**config.mk**
```make
export PLATFORM = sky130hd
export DESIGN_NAME = logic_shift_unit
export DESIGN_NICKNAME = d
export VERILOG_FILES = /design/src/rtl/logic_shift_unit.sv
export SDC_FILE = /design/constraint.sdc
export NUM_CORES = 1
export LEC_CHECK = 0
export CAP_MARGIN = 20
export CORE_ASPECT_RATIO = 0.75
export CORE_MARGIN = 3
export CORE_UTILIZATION = 30
export CTS_CLUSTER_DIAMETER = 120
export DETAILED_ROUTE_END_ITERATION = 10
export PLACE_DENSITY_LB_ADDON = 0.08
export REMOVE_ABC_BUFFERS = 1
export SYNTH_ARGS = -nofsm -noshare
export SYNTH_HDL_FRONTEND = slang
export SYNTH_SLANG_ARGS = --single-unit
```
**constraint.sdc**
```tcl
create_clock -name clk -period 1.9 [get_ports clk]
set_clock_uncertainty 0.2 [all_clocks]
set_input_delay 0.38 -clock clk [delete_from_list [all_inputs] [get_ports clk]]
set_output_delay 0.38 -clock clk [all_outputs]
set_load 0.01 [all_outputs]
```
**src/rtl/logic_shift_unit.sv**
```systemverilog
// Registered logic/shift execution unit with valid/ready handshakes; shifts step one bit per cycle.
// Optional rotate opcodes (11 ROL, 12 ROR) are enabled by defining LSU_ROTATE_EN.
module logic_shift_unit #(
  parameter int WIDTH = 8,
  parameter int SHW   = $clog2(WIDTH)
) (
  input  logic             clk,
  input  logic             rst_n,
  input  logic             in_valid,
  output logic             in_ready,
  input  logic [3:0]       op,
  input  logic [WIDTH-1:0] a,
  input  logic [WIDTH-1:0] b,
  input  logic [SHW-1:0]   shamt,
  output logic             out_valid,
  input  logic             out_ready,
  output logic [WIDTH-1:0] result,
  output logic             err
);

  typedef enum logic [1:0] {IDLE, BUSY, DONE} state_t;

  state_t           state_reg;
  logic [3:0]       op_reg;
  logic [WIDTH-1:0] work_reg;
  logic [WIDTH-1:0] result_reg;
  logic [SHW-1:0]   count_reg;
  logic             out_valid_reg;
  logic             err_reg;

  logic [WIDTH-1:0] gate_result;
  logic [WIDTH-1:0] shift_next;
  logic             is_gate;
  logic             is_shift;

  always_comb begin
    gate_result = '0;
    case (op)
      4'd0:    gate_result = a & b;
      4'd1:    gate_result = a | b;
      4'd2:    gate_result = a ^ b;
      4'd3:    gate_result = ~(a & b);
      4'd4:    gate_result = ~(a | b);
      4'd5:    gate_result = ~(a ^ b);
      4'd6:    gate_result = ~a;
      4'd7:    gate_result = a;
      default: gate_result = '0;
    endcase
  end

  assign is_gate = (op <= 4'd7);

`ifdef LSU_ROTATE_EN
  assign is_shift = (op >= 4'd8) && (op <= 4'd12);
`else
  assign is_shift = (op >= 4'd8) && (op <= 4'd10);
`endif

  // One-bit step of the working register in the direction of the captured opcode.
  always_comb begin
    shift_next = work_reg;
    case (op_reg)
      4'd8:    shift_next = {work_reg[WIDTH-2:0], 1'b0};
      4'd9:    shift_next = {1'b0, work_reg[WIDTH-1:1]};
      4'd10:   shift_next = {work_reg[WIDTH-1], work_reg[WIDTH-1:1]};
`ifdef LSU_ROTATE_EN
      4'd11:   shift_next = {work_reg[WIDTH-2:0], work_reg[WIDTH-1]};
      4'd12:   shift_next = {work_reg[0], work_reg[WIDTH-1:1]};
`endif
      default: shift_next = work_reg;
    endcase
  end

  always_ff @(posedge clk or negedge rst_n) begin
    if (!rst_n) begin
      state_reg     <= IDLE;
      op_reg        <= '0;
      work_reg      <= '0;
      result_reg    <= '0;
      count_reg     <= '0;
      out_valid_reg <= 1'b0;
      err_reg       <= 1'b0;
    end else begin
      case (state_reg)
        IDLE: begin
          if (in_valid) begin
            op_reg <= op;
            if (is_gate) begin
              result_reg <= gate_result;
              err_reg    <= 1'b0;
              state_reg  <= DONE;
            end else if (is_shift) begin
              work_reg  <= a;
              count_reg <= shamt;
              state_reg <= BUSY;
            end else begin
              result_reg <= '0;
              err_reg    <= 1'b1;
              state_reg  <= DONE;
            end
          end
        end
        BUSY: begin
          if (count_reg == '0) begin
            result_reg <= work_reg;
            err_reg    <= 1'b0;
            state_reg  <= DONE;
          end else begin
            work_reg  <= shift_next;
            count_reg <= count_reg - 1'b1;
          end
        end
        DONE: begin
          // out_valid rises one cycle after entering DONE, then holds until the handoff.
          if (!out_valid_reg) begin
            out_valid_reg <= 1'b1;
          end else if (out_ready) begin
            out_valid_reg <= 1'b0;
            err_reg       <= 1'b0;
            state_reg     <= IDLE;
          end
        end
        default: state_reg <= IDLE;
      endcase
    end
  end

  assign in_ready  = (state_reg == IDLE);
  assign out_valid = out_valid_reg;
  assign result    = result_reg;
  assign err       = err_reg;

endmodule

```
* Word-level counts from Yosys, hierarchy flattened
Index checks and enable logic that the tools add are counted.
Storage, ports and cells: bits in registers 27, latch bits 0, RAM bits 0, ROM bits 0, bits of input ports 27, word-level logic and storage cells 88, memories kept 0
Operators by class: add/sub/neg operators 1, $mul 0, divide/modulo/power cells 0, magnitude comparators 3, equal/unequal tests 23, shifts and indexed selects 0, muxes and demuxes 33, bitwise operators 7, reduce and logical (&&, ||, !) cells 13
Operators with widths (count):
- 8-bit two-way mux | 8
- 8-bit one-hot mux with 8 select lines | 1
- 8-bit NOT | 4
- 8-bit one-hot mux with 2 select lines | 2
- 8-bit one-hot mux with 3 select lines | 1
- 4-bit by 3-bit equality test with 1-bit output (second input constant) | 4
- 2-bit != test (second input constant) | 7
- 4-bit equality test (second input constant) | 3
- 2-bit two-way mux | 6
- 3-bit two-way mux | 4
- 6-bit AND reduction | 2
- 8-bit bitwise AND | 1
- 4-bit by 2-bit equality test with 1-bit output (second input constant) | 2
- 1-bit two-way mux | 8
- 8-bit bitwise OR | 1
- 4-bit AND reduction | 2
- 8-bit XOR | 1
- 7-bit AND reduction | 1
- 2-bit one-hot mux with 3 select lines | 1
- 3-bit one-hot mux with 2 select lines | 1
- 5-bit AND reduction | 1
- 4-bit by 1-bit equality test with 1-bit output (second input constant) | 1
- 4-bit >= comparator (second input constant) | 1
- 4-bit by 3-bit <= comparator with 1-bit output (second input constant) | 1
- other kinds (16) | 16

* Depth between registers and ports, before layout
word-level depth 6, depth in mapped cells 8

* Least setup slack after synthesis
OpenSTA, ideal clock, no wires.
path kind flip-flop to flip-flop, from register state_reg[0], to register work_reg[7], arrival time 1.754 ns, slack -0.182 ns, stages on the path, launching flop included 7, cells stage by stage dfrtp_1 > inv_1 > ha_1 > o21ai_1 > a221o_1 > a21oi_2 > mux2_1
Between the ends: cells in the longest elaborated chain, start to end 3, elaborated cells between the ends (all ways) 11, classes of those cells eq/ne: 7; mux: 1; reduce/logical: 3
Ends and longest elaborated chain:
- from (decl) | line 23 | state_t state_reg;
- from (signal assigned) | line 76 | state_reg <= IDLE;
- from (signal assigned) | line 91 | state_reg <= DONE;
- from (signal assigned) | line 95 | state_reg <= BUSY;
- 2-bit logical NOT *
- named net in_ready | line 10 | output logic in_ready,
- 2-bit by 1-bit != test with 1-bit output (no source line), or another cell as far along
- 7-bit AND reduction (no source line)
- to (signal assigned) | line 109 | work_reg <= shift_next;
- to (decl) | line 25 | logic [WIDTH-1:0] work_reg;
The timed path passes the listed nets; every way through them passes the cells marked *. A chain may end at the register's enable or synchronous reset.

* Worst setup path after layout
from register state_reg[0], to register result_reg[5], in the netlist result[5]
Between the ends: cells in the longest elaborated chain, start to end 3, elaborated cells between the ends (all ways) 8, classes of those cells eq/ne: 4; mux: 1; reduce/logical: 3
Ends and longest elaborated chain:
- 2-bit by 1-bit equality test with 1-bit output or 2-bit logical NOT (tied branches) | line 84 | case (state_reg)
- 2-bit != test (no source line), or another cell as far along
- 4-bit AND reduction (no source line)
- to (signal assigned) | line 89 | result_reg <= gate_result;
- to (signal assigned) | line 105 | result_reg <= work_reg;
- to (decl) | line 26 | logic [WIDTH-1:0] result_reg;
Parallel ways exist; a longest one is shown, timed or not.

==> results.py <==
metrics = {
    "clocking": {
        "worstSkewPairLatency_ns": 0.27,
        "clock_sink_count": 27,
        "cts-root-buf": "clkbuf_8",
        "cts_made_buffers": 3,
        "clockBufferDepth": 2,
        "htreeDepth": 1,
        "clk_pin_slew_ns": 0.10,
        "cts_tree": "done",
    },
    "critical_path": {
        "cp-start-kind": "flop",
        "rr_startpoint": "state_reg[0]$_DFFE_PN0P_",
        "path_class": "flop to flop",
        "r2r_end": "result[5]$_DFFE_PN0P_",
        "crit_fanout": 5,
        "ff2ff_setup_slack_ns": -0.07,
        "r2r_cells": 7,
        "crit_arrival_ns": 1.93,
        "setup.worst_path.end_class": "flop",
        "cp.required_ns": 1.86,
    },
    "timing": {
        "max_freq_mhz": 508,
        "fin_crit_ns": 1.97,
        "post-route-period-util_pct": 104,
        "rsz0062_at_grt": "true",
        "hold_viol": 0,
        "slew-limit-headroom_pct": 74.4,
        "worst_pin_slew_ns": 0.385,
        "holdWs_ns": 0.274,
        "worst_slack_ns": -0.0672,
        "tns_ns": -0.423,
        "setup_viol": 13,
        "drv_slew": 0,
    },
    "synth": {
        "synth_cell_types": 42,
        "yosysTopAreaCell": "dfrtp_1",
        "synth_ff_type": "dfrtp_1",
        "synth.most_common_cell": "inv_1",
        "synth_top_area_share_pct": 28.4,
        "netlist_instances": 273,
        "synth_seq_cells": 27,
        "synth_warnings": 0,
        "synth.avg_cell_area_um2": 8.70,
        "synth-edff-count": 0,
        "synthTopCellsByArea": "dfrtp_1 28%, ha_1 12%, mux2i_1 5.1%",
        "synth_common_cells": "31 x inv_1, 27 x dfrtp_1, 26 x nand2_1",
        "ys_seq_area_share_pct": 28.4,
        "synthesis.area_mm2": 0.00238,
        "async_flop_share_pct": 100,
    },
    "routing": {
        "drcViolationCount": 0,
        "postRouteAntennaNets": 0,
        "routedWlPerCell_um": 13.4,
        "drt-total-wl_um": 6140,
        "drtPass1Iterations": 4,
        "drtIter0Drc": 65,
        "num_vias": 2121,
        "vias_per_cell": 4.63,
    },
    "floorplan": {
        "chipHeight_um": 83.1,
        "design.core.area_mm2": 0.00750,
        "start_util_pct": 31.7,
        "ios": 38,
        "fp-row-count": 27,
        "die_width_um": 109,
        "die_area_mm2": 0.00903,
    },
    "final_layout": {
        "fillers": 754,
        "antennaDiodeCount": 0,
        "syn_to_final_growth_pct": 42.1,
        "nets": 407,
        "utilization_pct": 45.0,
        "fin_cells": 458,
        "drive_above_1_share_pct": 28.3,
    },
    "placed_design": {
        "gp_congestion": 0.748,
        "io_buffers": 37,
        "hpwl_um": 4610,
        "dp_cells": 447,
    },
    "run": {
        "drv_cap": 0,
    },
    "global_route": {
        "grt_max_degree": 28,
        "grt_pass1_wl_um": 10200,
        "antenna_found_initial": 0,
        "grt_usage_pct": 14.1,
        "grt_overflow": 0,
        "grt_pass1_vias": 2051,
    },
    "power_and_ir_drop": {
        "p_leak_uw": 0.00159,
        "powerDensity_mw_per_mm2": 1170,
        "power_uw": 3960,
        "vdd_drop_max_uv": 426,
    },
    "run_status": {
        "status": "complete, but fails checks",
        "violations": "setup timing",
    },
    "min_path": {
        "hp-class": "input port to async pin",
    },
}
## worst max-delay path, cell delays in order (launching register included)
cell      delay, ns
dfrtp_1        0.40
inv_2          0.07
ha_4           0.17
buf_6          0.12
and4b_2        0.23
nor3b_4        0.33
buf_4          0.21
o221ai_1       0.11
## layer usage
layer	vias up	GRT usage, %	wire length, um
met2	30	21.1	2600
met3	2	2.18	208
li1	1113	-	-
met4	0	1.72	26
met1	976	21.7	3300
met5	-	0	0
## layout make-up
type | count | area, um2 | area share [%]
Timing Repair Buffer | 96 | 836 | 24.8
Tap cell | 101 | 126 | 3.74
Inverter | 31 | 116 | 3.45
Sequential cell | 27 | 676 | 20.0
Clock buffer | 4 | 45.0 | 1.33
Multi-Input combinational cell | 199 | 1580 | 46.7
## worst max path at each step
stage,slack [ns],to,cells past startpoint,start
after global routing,-0.15,result[1]$_DFFE_PN0P_,8,state_reg[0]$_DFFE_PN0P_
final,-0.07,result[5]$_DFFE_PN0P_,7,state_reg[0]$_DFFE_PN0P_
after global placement,-0.59,result[0]$_DFFE_PN0P_,8,a[0]
after floorplan,-0.75,work_reg[7]$_DFFE_PN0P_,6,state_reg[1]$_DFFE_PN0P_
after detailed placement,-0.62,result[0]$_DFFE_PN0P_,8,a[0]
after CTS,-0.004,result[4]$_DFFE_PN0P_,8,state_reg[0]$_DFFE_PN0P_
## power breakdown
| part | leakage [uW] | internal (uW) | switching [uW] |
|---|---|---|---|
| clock network | 0.0000228 | 151 | 190 |
| registers | 0.000327 | 863 | 213 |
| logic | 0.00124 | 1380 | 1160 |
| total | 0.00159 | 2400 | 1560 |
## kinds of logic after synthesis
logic type      synth area share [%]
mux                             12.3
fa+ha+maj                       11.6
xor+xnor                        3.32
buf+inv                         9.58
compound gates                  20.3
simple gates                    14.5
flops                           28.4
## repair_timing
| item | CTS | global route |
|---|---|---|
| hold buffers | 0 | 0 |
| gates resized for setup | 37 | 10 |
| setup endpoints to repair | 20 | 20 |
| setup buffers | 5 | 1 |
| pin swaps | 18 | 2 |
| gates cloned | 0 | 1 |
## placed cells by master (no fill, tap or decap), types with 2 or more instances in the layout
master / count
xnor2_1: 8
clkdlybuf4s50_1: 26
mux2i_1: 12
buf_6: 7
a21oi_1: 16
clkbuf_8: 3
nand3_1: 4
mux4_2: 4
nand2_1: 25
dlygate4sd2_1: 9
o211ai_1: 8
ha_2: 2
a31oi_1: 2
ha_4: 4
nor2b_1: 6
a22oi_1: 2
nand2b_1: 7
a211oi_2: 5
o31ai_1: 3
inv_2: 4
dfrtp_1: 27
o21ai_0: 13
a21o_1: 6
o221ai_1: 2
o21ai_1: 5
nor2_2: 2
ha_1: 16
mux2_2: 3
buf_4: 51
nor2_1: 21
mux2_4: 3
inv_1: 27
## stage by stage
step,setup slack (ns),instance area [um2]
floorplan,-0.749,2260
global placement,-0.585,3160
detailed placement,-0.617,3160
CTS,-0.00375,3340
global route,-0.151,3380
finish,-0.0672,3380
(Power assumes the default switching activity.)
